`config.mk`:
```
export PLATFORM = sky130hd
export DESIGN_NAME = uart_tx_serializer_flat
export DESIGN_NICKNAME = d
export VERILOG_FILES = /design/src/rtl/uart_tx_serializer_if.sv /design/src/rtl/uart_tx_serializer.sv /design/src/flat_wrapper.sv
export SDC_FILE = /design/constraint.sdc
export NUM_CORES = 1
export LEC_CHECK = 0
export CORE_UTILIZATION = 30
export DETAILED_ROUTE_END_ITERATION = 6
export HOLD_SLACK_MARGIN = 0.06
export PLACE_DENSITY_LB_ADDON = 0.25
export SETUP_SLACK_MARGIN = 0.1
export SYNTH_ARGS = -nofsm -noshare
export SYNTH_HDL_FRONTEND = slang
export SYNTH_SLANG_ARGS = --single-unit
export TNS_END_PERCENT = 10
```
`constraint.sdc`:
```
create_clock -name CLK -period 4.29 [get_ports CLK]
set_input_delay 1.287 -clock CLK [delete_from_list [all_inputs] [get_ports CLK]]
set_output_delay 1.287 -clock CLK [all_outputs]
set_load 0.01 [all_outputs]
```
`src/rtl/uart_tx_serializer_if.sv`:
```
// Byte handshake between the upstream sender buffer and the UART transmitter.
interface uart_tx_serializer_if;
  logic [7:0] data;
  logic       valid;
  logic       sender_ready;

  modport master (output data, output valid, input sender_ready);
  modport slave  (input data, input valid, output sender_ready);
endinterface

```
`src/rtl/uart_tx_serializer.sv`:
```
// UART byte transmitter: start, 8 data bits LSB first, optional parity, 1-2 stop bits.
// Accepts one byte per sender_ready pulse; back-to-back frames have no idle gap.
module uart_tx_serializer #(
  parameter int CLKS_PER_BIT = 868,
  parameter int PARITY       = 0,
  parameter int STOP_BITS    = 1
) (
  input  logic                   CLK,
  input  logic                   reset_n,
  uart_tx_serializer_if.slave    bus,
  output logic                   txd,
  output logic                   busy
);

  localparam int BAUD_W = $clog2(CLKS_PER_BIT);
  localparam logic [BAUD_W-1:0] BAUD_LAST = BAUD_W'(CLKS_PER_BIT - 1);
  localparam logic STOP_LAST = 1'(STOP_BITS - 1);
  localparam logic ODD_PARITY = (PARITY == 1);

  typedef enum logic [2:0] {
    S_IDLE,
    S_START,
    S_DATA,
    S_PARITY,
    S_STOP
  } state_t;

  state_t            state, state_d;
  logic [BAUD_W-1:0] baud_cnt, baud_cnt_d;
  logic [2:0]        bit_idx, bit_idx_d;
  logic              stop_idx, stop_idx_d;
  logic [7:0]        shift, shift_d;
  logic              par_bit, par_bit_d;
  logic              ready_q, ready_d;
  logic              txd_d, busy_d;

  logic bit_end;
  logic stop_last;
  logic latch;

  assign bus.sender_ready = ready_q;

  always_ff @(posedge CLK or negedge reset_n) begin
    if (!reset_n) begin
      state    <= S_IDLE;
      baud_cnt <= '0;
      bit_idx  <= '0;
      stop_idx <= '0;
      shift    <= '0;
      par_bit  <= '0;
      ready_q  <= '0;
      txd      <= '1;
      busy     <= '0;
    end else begin
      state    <= state_d;
      baud_cnt <= baud_cnt_d;
      bit_idx  <= bit_idx_d;
      stop_idx <= stop_idx_d;
      shift    <= shift_d;
      par_bit  <= par_bit_d;
      ready_q  <= ready_d;
      txd      <= txd_d;
      busy     <= busy_d;
    end
  end

  assign bit_end   = (baud_cnt == BAUD_LAST);
  assign stop_last = (state == S_STOP) && bit_end && (stop_idx == STOP_LAST);
  // ready_q doubles as the guard: upstream is still switching data/valid this cycle.
  assign latch     = ((state == S_IDLE) || stop_last) && bus.valid && !ready_q;

  always_comb begin
    state_d    = state;
    baud_cnt_d = bit_end ? '0 : baud_cnt + 1'b1;
    bit_idx_d  = bit_idx;
    stop_idx_d = stop_idx;
    shift_d    = shift;
    par_bit_d  = par_bit;

    unique case (state)
      S_IDLE: begin
        baud_cnt_d = '0;
      end
      S_START: begin
        if (bit_end) begin
          state_d   = S_DATA;
          bit_idx_d = '0;
        end
      end
      S_DATA: begin
        if (bit_end) begin
          shift_d   = {1'b0, shift[7:1]};
          bit_idx_d = bit_idx + 1'b1;
          if (bit_idx == 3'd7) begin
            state_d    = (PARITY != 0) ? S_PARITY : S_STOP;
            stop_idx_d = '0;
          end
        end
      end
      S_PARITY: begin
        if (bit_end) begin
          state_d    = S_STOP;
          stop_idx_d = '0;
        end
      end
      S_STOP: begin
        if (bit_end) begin
          if (stop_last) state_d = S_IDLE;
          else           stop_idx_d = stop_idx + 1'b1;
        end
      end
      default: state_d = S_IDLE;
    endcase

    if (latch) begin
      state_d    = S_START;
      baud_cnt_d = '0;
      bit_idx_d  = '0;
      stop_idx_d = '0;
      shift_d    = bus.data;
      par_bit_d  = (^bus.data) ^ ODD_PARITY;
    end
  end

  // Line level is decoded from the next state so txd is a clean flop output.
  always_comb begin
    ready_d = latch;
    busy_d  = (state_d != S_IDLE);
    unique case (state_d)
      S_START:  txd_d = 1'b0;
      S_DATA:   txd_d = shift_d[0];
      S_PARITY: txd_d = par_bit_d;
      default:  txd_d = 1'b1;
    endcase
  end

endmodule

```
`src/flat_wrapper.sv`:
```
// flat-port wrapper written by rule: the top's interface ports become plain ports
module uart_tx_serializer_flat 
#(
  parameter int CLKS_PER_BIT = 868,
  parameter int PARITY       = 0,
  parameter int STOP_BITS    = 1
)
  (CLK, reset_n, txd, busy, bus_data, bus_valid, bus_sender_ready);
  uart_tx_serializer_if bus_i ();
  input  logic CLK;
  input  logic reset_n;
  output logic txd;
  output logic busy;
  input wire logic [$bits(bus_i.data)-1:0] bus_data;
  input wire logic [$bits(bus_i.valid)-1:0] bus_valid;
  output wire logic [$bits(bus_i.sender_ready)-1:0] bus_sender_ready;
  assign bus_i.data = bus_data;
  assign bus_i.valid = bus_valid;
  assign bus_sender_ready = bus_i.sender_ready;
  uart_tx_serializer #(.CLKS_PER_BIT(CLKS_PER_BIT), .PARITY(PARITY), .STOP_BITS(STOP_BITS)) u_core (.CLK(CLK), .reset_n(reset_n), .bus(bus_i), .txd(txd), .busy(busy));
endmodule
```
==> results of run 1 <==
==> cells in the mapped netlist (all sizes together) <==
master / number / area, um^2
dfrtp: 28 / 701
nor2: 16 / 60.1
xnor2: 9 / 78.8
nand2: 8 / 30.0
a21o: 6 / 52.6
a22o: 6 / 60.1
o21ai: 6 / 41.3
xor2: 6 / 52.6
nor3b: 4 / 30.0
a21oi: 3 / 15.0
buf: 3 / 27.5
ha: 3 / 37.5
nand3: 3 / 15.0
a32o: 2 / 20.0
and2: 2 / 12.5
and3: 2 / 12.5
nand2b: 2 / 12.5
nand3b: 2 / 15.0
nand4: 2 / 12.5
nor3: 2 / 10.0
o22ai: 2 / 12.5
or3: 2 / 12.5
or3b: 2 / 20.0
a31o: 1 / 8.76
dfstp: 1 / 26.3
inv: 1 / 3.75
mux2i: 1 / 10.0
nand4bb: 1 / 16.3
nor4: 1 / 6.26
nor4b: 1 / 23.8
o21bai: 1 / 7.51
or2: 1 / 6.26
or2b: 1 / 7.51
==> final timing paths <==
| kind | start | to | slack [ps] | depth (start not counted) |
|---|---|---|---|---|
| min in group asynchronous | reset_n | u_core.baud_cnt[9] | 1400 | 2 |
| min | u_core.shift[5] | u_core.shift[5] | 490 | 1 |
| max reg2reg | u_core.baud_cnt[0] | u_core.shift[4] | 1700 | 6 |
| max | bus_valid | u_core.shift[4] | 1480 | 6 |
| max in group asynchronous | reset_n | u_core.txd | 2580 | 2 |
| min reg2reg | u_core.shift[5] | u_core.shift[5] | 490 | 1 |
==> critical path: stages <==
cell             delay, ps
clkdlybuf4s50_1        470
nor3b_1                240
nand2_1                130
o21ai_4                370
nor2_1                 200
a21o_2                 270
==> cell usage in the layout, fill, tap and decap left out, types with 3 or more instances in the layout <==
master | synthesis | final
nand2_1 | 8 | 8
a21o_2 | 6 | 6
xor2_1 | 6 | 6
nor3b_1 | 4 | 4
dfrtp_1 | 28 | 28
xnor2_1 | 9 | 9
ha_1 | 3 | 3
clkdlybuf4s50_1 | 0 | 13
a21oi_1 | 3 | 3
nand3_1 | 3 | 3
a22o_2 | 6 | 6
nor2_1 | 16 | 16
clkbuf_8 | 0 | 6
o21ai_0 | 4 | 4
==> stage by stage <==
stage / power (mW) / std cells
floorplan: 0.290 / 131
global placement: 0.308 / 194
detailed placement: 0.308 / 194
CTS: 0.535 / 201
global route: 0.550 / 201
finish: 0.525 / 201
==> state kept, by name (all words and copies together) (netlist names) <==
signal,cells
u_core.state,3
u_core.stop_idx,1
u_core.bit_idx,3
u_core.txd,1
u_core.par_bit,1
u_core.shift,8
u_core.baud_cnt,10
u_core.busy,1
u_core.bus.sender_ready,1
==> cells by family (layout without fill, tap and decap cells) <==
kind of cell	count (synthesis)	after routing	share of synthesized area
buffers and inverters	4	22	0.0215
and+or+nand+nor	52	52	0.208
DFF	29	29	0.499
xor gates and xnor gates	15	15	0.0901
AOI/OAI and AO/OA	27	27	0.149
muxes	1	1	0.00687
adders and majority gates	3	3	0.0258
==> cell type report <==
cell class                 instances  share of cell area
sequential                        29               0.423
multi-input combinational         98               0.407
timing repair buffer              14              0.0801
clock buffer                       7              0.0502
tap                               52              0.0378
inverter                           1             0.00218
==> routing by layer <==
metal  up-vias  global-route usage  share of wire
li1        498                   -              -
met1       499               0.153           0.48
met2        16               0.213           0.48
met3         5              0.0394          0.038
met4         0              0.0545          0.011
met5         -                   0              0
==> where the power goes <==
group	total, mW	internal [mW]	leakage (nW)	switching (mW)
clock	0.223	0.127	0.0443	0.0957
sequential	0.274	0.274	0.366	0
combinational	0.0287	0.0161	0.369	0.0126
total	0.525	0.417	0.780	0.108
==> results.tsv, run 1 <==
metric	value	unit
status	finished clean	
max-slew-margin-rel	0.550	
grt_pass1_wl	5.04	mm
timing.final.ws_setup	1480	ps
vdd_drop_max	0.144	mV
setup_violations	0	
worstSetupPathType	input port to flip-flop	
area_growth	17.9	%
finish.utilization	0.382	
gp_congestion	0.747	
start_util	0.324	
synth_cell_type_count	37	
drtIter0Drc	21	
rsz0062_at_grt	no	
yosysWarnings	0	
tritoncts	yes	
synthCells	131	
route.detailed.drc	0	
fillerInstances	442	
drv_slew	0	
grt_use_total	0.128	
antenna_found_initial	0	
die_h	71.7	um
drive_above_1_share	0.181	
vias_per_cell	5.06	
yosysSeqAreaShare	0.499	
root_buffer	clkbuf_8	
drtPass1Iterations	4	
min_period_over_period	0.654	
num_io_pins	14	
clk-insertion-delay-late	270	ps
syn_area_per_cell	11.1	um^2
clockBufferDepth	2	
p_per_area	305	nW/um^2
die_area	5140	um^2
hold_path.class	flip-flop to flip-flop	
first_global_vias	1050	
crit_required	4450	ps
n_antenna_cell	0	
cts_setup_buffers	0	
chipWidth	71.7	um
clk_pin_slew	60	ps
fin_crit	2810	ps
gr-total-overflow	0	
nNetsFinal	163	
hold_buffers	0	
dp_slack	1200	ps
cts.sinks	29	
timing.fmax	356	MHz
hold_viol	0	
ys_ff_latch	29	
std_cell_rows	24	
routed_wl	2.84	mm
h-tree-depth	2	
cap_violations	0	
io_buffers	13	
fin_tns_setup	0	ps
stdcell_area	1720	um^2
cts_made_buffers	5	
vias	1018	
worst-path-max-fanout	17	
finClkSkew	6.64	ps
dpl-instance-area	1630	um^2
synth_nets	145	
cp-start-kind	input port	
grt_max_degree	30	
wl_per_cell	14.1	um
seq_area	727	um^2
leakagePower	0.780	nW
hpwl	2.03	mm
hold_ws	487	ps
cp-end-kind	flip-flop	
multi_input_area	699	um^2
cts_resized	0	
ant_nets	0	
tightestPinTransition	672	ps
core_area	4500	um^2
netlist_area	1460	um^2
arrival	2970	ps
No activity file was read; power rests on OpenSTA's default activity.
==> inputs of run 2 (changes only) <==
Clock period 4.29 ns to 2.67 ns, I/O delays scaled along.
==> run 2 against run 1 <==
- flip-flop and latch count unchanged
- final area up 1.7%
- via count up 1.9%
- clock-buffer cell count unchanged
- power up 69%
- combinational power up 68%
- core utilization up 0.67 points
- worst hold slack better by 1.5 ps
- non-clock buffer count up 2
==> results.tsv, run 2 (same netlist as run 1, synthesis figures left out) <==
metric	value	unit
status	finished clean	
core_area	4500	um^2
worst-path-max-fanout	12	
nNetsFinal	165	
cp_slowest_stage_delay	490	ps
dpl-instance-area	1650	um^2
vias_per_cell	5.08	
clk_pin_slew	70	ps
grt_use_total	0.127	
antenna_found_initial	0	
clk-insertion-delay-late	280	ps
gr-usage-met1	0.168	
h-tree-depth	2	
finClkSkew	7.58	ps
first_global_vias	1034	
cap_violations	0	
route.detailed.drc	0	
p_per_area	506	nW/um^2
stdcell_area	1750	um^2
gp_congestion	0.776	
area_growth	20.0	%
drtIter0Drc	53	
chipWidth	71.7	um
critPathSlowestCell	or3_1	
max-slew-margin-rel	0.731	
tritoncts	yes	
grt_pass1_wl	5.00	mm
cts_setup_buffers	0	
num_io_pins	14	
hold_buffers	0	
largest-register	u_core.baud_cnt	
top_regs	u_core.baud_cnt (10), u_core.shift (8)	
cts_made_buffers	5	
grt-busiest-layer	met2	
leakagePower	0.800	nW
tightestPinTransition	401	ps
grt.met2_usage	0.194	
fin_tns_setup	0	ps
clockBufferDepth	2	
arrival	2570	ps
setup_violations	0	
min_period_over_period	0.879	
hpwl	1.98	mm
drv_slew	0	
grt_max_degree	30	
io_buffers	13	
crit_required	2890	ps
rrSetupSlack	320	ps
cts_resized	0	
vias	1037	
cts.sinks	29	
drive_above_1_share	0.204	
drtPass1Iterations	4	
gr-total-overflow	0	
cp-start-kind	flip-flop	
die_area	5140	um^2
die_h	71.7	um
routed_wl	2.79	mm
vdd_drop_max	0.226	mV
fin_crit	2350	ps
rsz0062_at_grt	no	
hold_viol	0	
layout_common_cells	dfrtp_1 (28), nor2_1 (16), clkdlybuf4s50_1 (13), xnor2_1 (9), nand2_1 (8)	
final_common_cell	dfrtp_1	
use_met3	0.0422	
timing.fmax	426	MHz
root_buffer	clkbuf_8	
start_util	0.324	
wl_per_cell	13.7	um
crit_path_cell_trace	ha_1 -> or3b_4 -> or3_1 -> o21ai_4 -> buf_4 -> a22o_2 -> a21o_2	
ant_nets	0	
worstSetupPathType	flip-flop to flip-flop	
cp-end-kind	flip-flop	
std_cell_rows	24	
hold_path.class	flip-flop to flip-flop	
largest_reg_flops	10	
n_antenna_cell	0	
## run 2: cell types whose count changed in the layout (fill, tap and decap cells not counted), sizes merged
cell    previous run  this run
clkinv             0         1
buf                1         3
## run 2: path summary, 6_finish.rpt
kind | startpoint | to | depth (start not counted)
min in group asynchronous | reset_n | u_core.bus.sender_ready | 2
hold / removal | u_core.baud_cnt[0] | u_core.baud_cnt[0] | 1
max in group asynchronous | reset_n | u_core.txd | 2
setup reg to reg | u_core.baud_cnt[0] | u_core.shift[5] | 7
setup / recovery | u_core.baud_cnt[0] | u_core.shift[5] | 7
hold reg to reg | u_core.baud_cnt[0] | u_core.baud_cnt[0] | 1
## run 2: area by class of cell
type / instances / area, um^2
Inverter: 1 / 3.75
Timing Repair Buffer: 16 / 153
Fill cell: 439 / 2760
Clock buffer: 7 / 96.3
Tap cell: 52 / 65.1
Clock inverter: 1 / 5.00
Multi-Input combinational cell: 98 / 699
Sequential cell: 29 / 727
## run 2: metal layers
metal,part of all wire,wire (um)
met2,0.44,1230
met3,0.042,118
met4,0.017,46
met5,0,0
met1,0.50,1390
## run 2: critical path: cells and delay by family (launching register included)
family                   cells  cell delay, ps
AND/OR/NAND/NOR              2             930
AO/OA/AOI/OAI                3             500
flip-flops                   1             390
adder cells (fa/ha/maj)      1             260
buffers and inverters        1             220
## run 2: per-stage QoR
| step | hold WS (ps) | util | cells | setup WS, ps | total power, mW |
|---|---|---|---|---|---|
| floorplan | 447 | - | 131 | 482 | 0.466 |
| global placement | 468 | 0.366 | 196 | 328 | 0.495 |
| detailed placement | 474 | 0.366 | 196 | 263 | 0.496 |
| CTS | 492 | 0.388 | 204 | 312 | 0.899 |
| global route | 507 | 0.388 | 204 | 162 | 0.924 |
| finish | 488 | 0.388 | 204 | 324 | 0.886 |
## run 2: power by group
| part | switching [mW] | internal, mW |
|---|---|---|
| Combinational | 0.0224 | 0.0259 |
| Clock | 0.166 | 0.233 |
| Sequential | 0 | 0.440 |
| Total | 0.188 | 0.698 |
==> inputs of run 3 (changes only) <==
Settings changed: CELL_PAD_IN_SITES_DETAIL_PLACEMENT set to 1, CELL_PAD_IN_SITES_GLOBAL_PLACEMENT set to 1.
==> run 3 against run 2 <==
- power fell by 4.0%
- combinational power barely moved
- sequential share of layout area rose by 0.36 points
- flip-flop and latch count did not move
- via count fell by 0.39%
- clock-buffer cell count did not move
- clock power fell by 8.8%
- final area fell by 0.86%
- setup slack got worse by 38 ps
- largest cell class unchanged
- highest routed layer unchanged
==> results.tsv, run 3 (same netlist as run 1, synthesis figures left out) <==
metric	value	unit
cp_top_family	simple AND/OR/NAND/NOR gates	
gp_congestion	0.734	
crit_required	2830	ps
status	finished clean	
wl_per_cell	15.2	um
nNetsFinal	165	
critPathBufInv	0	
hold_buffers	0	
drive_above_1_share	0.192	
largest_reg_flops	10	
clk-insertion-delay-late	280	ps
num_io_pins	14	
arrival	2550	ps
largest-register	u_core.baud_cnt	
timing.final.ws_setup	286	ps
layout_common_cells	dfrtp_1 (28), nor2_1 (16), clkdlybuf4s50_1 (13), xnor2_1 (9), nand2_1 (8)	
gr-total-overflow	0	
cp-end-kind	flip-flop	
crit_path_cell_trace	ha_1 -> or3b_4 -> or3_1 -> o21ai_4 -> nor2_1 -> a21o_2	
routed_wl	3.09	mm
rrSetupSlack	290	ps
ant_nets	0	
cp_slowest_stage_delay	490	ps
vias	1033	
dp_slack	256	ps
std_cell_rows	24	
p_per_area	491	nW/um^2
worstSetupPathType	flip-flop to flip-flop	
setup_violations	0	
cts.sinks	29	
cts_made_buffers	5	
die_h	71.7	um
drtPass1Iterations	4	
min_period_over_period	0.893	
hpwl	2.25	mm
cts_setup_buffers	0	
p_total	851	uW
grt_max_degree	30	
final_common_cell	dfrtp_1	
tightestPinTransition	437	ps
io_buffers	13	
antenna_found_initial	0	
vias_per_cell	5.09	
dpl-instance-area	1650	um^2
grt_use_total	0.143	
start_util	0.324	
clk_pin_slew	60	ps
worst-path-max-fanout	6	
drv_slew	0	
n_antenna_cell	0	
leakagePower	0.791	nW
rsz0062_at_grt	no	
critPathSlowestCell	or3_1	
vdd_drop_max	0.204	mV
core_area	4500	um^2
grt_pass1_wl	5.54	mm
drtIter0Drc	64	
chipWidth	71.7	um
max-slew-margin-rel	0.706	
route.detailed.drc	0	
cts_resized	0	
hold_viol	0	
tritoncts	yes	
die_area	5140	um^2
hold_path.class	flip-flop to flip-flop	
cp-start-kind	flip-flop	
area_growth	19.0	%
fin_tns_setup	0	ps
stdcell_area	1730	um^2
fillerInstances	515	
timing.fmax	419	MHz
top_regs	u_core.baud_cnt (10), u_core.shift (8)	
fin_crit	2380	ps
first_global_vias	1145	
h-tree-depth	2	
finClkSkew	4.87	ps
cap_violations	0	
clockBufferDepth	2	
root_buffer	clkbuf_8	
## run 3: changes by cell type in the layout (fill, tap and decap cells not counted), sizes merged
cell,delta
clkinv,-1
## run 3: final cells by class
cell class	instances	area (um^2)	share of cell area
Inverter	1	3.75	0.00216
Multi-Input combinational cell	98	699	0.403
Timing Repair Buffer	16	153	0.0880
Tap cell	52	65.1	0.0375
Sequential cell	29	727	0.419
Clock buffer	7	86.3	0.0498
## run 3: per-layer routing
metal	up-vias	global-route usage	wire (um)
met5	-	0	0
met4	0	0.0523	54
met3	5	0.0422	108
met2	17	0.235	1550
met1	509	0.177	1380
li1	502	-	-
## run 3: worst paths after layout
path	from	cells past startpoint	to
min in group asynchronous	reset_n	2	u_core.shift[7]
setup / recovery	u_core.baud_cnt[0]	6	u_core.shift[3]
hold / removal	u_core.baud_cnt[0]	1	u_core.baud_cnt[0]
max in group asynchronous	reset_n	2	u_core.txd
setup reg to reg	u_core.baud_cnt[0]	6	u_core.shift[3]
hold reg to reg	u_core.baud_cnt[0]	1	u_core.baud_cnt[0]
## run 3: where the power goes
part,internal (mW),switching (mW)
registers,0.440,0
logic,0.0259,0.0227
clock network,0.204,0.159
## run 3: per-stage QoR
stage	std cells	util	hold WS (ps)
2_1_floorplan	131	-	447
3_3_place_gp	196	0.366	467
3_5_place_dp	196	0.366	486
4_1_cts	203	0.385	498
5_1_grt	203	0.385	510
6_report	203	0.385	491
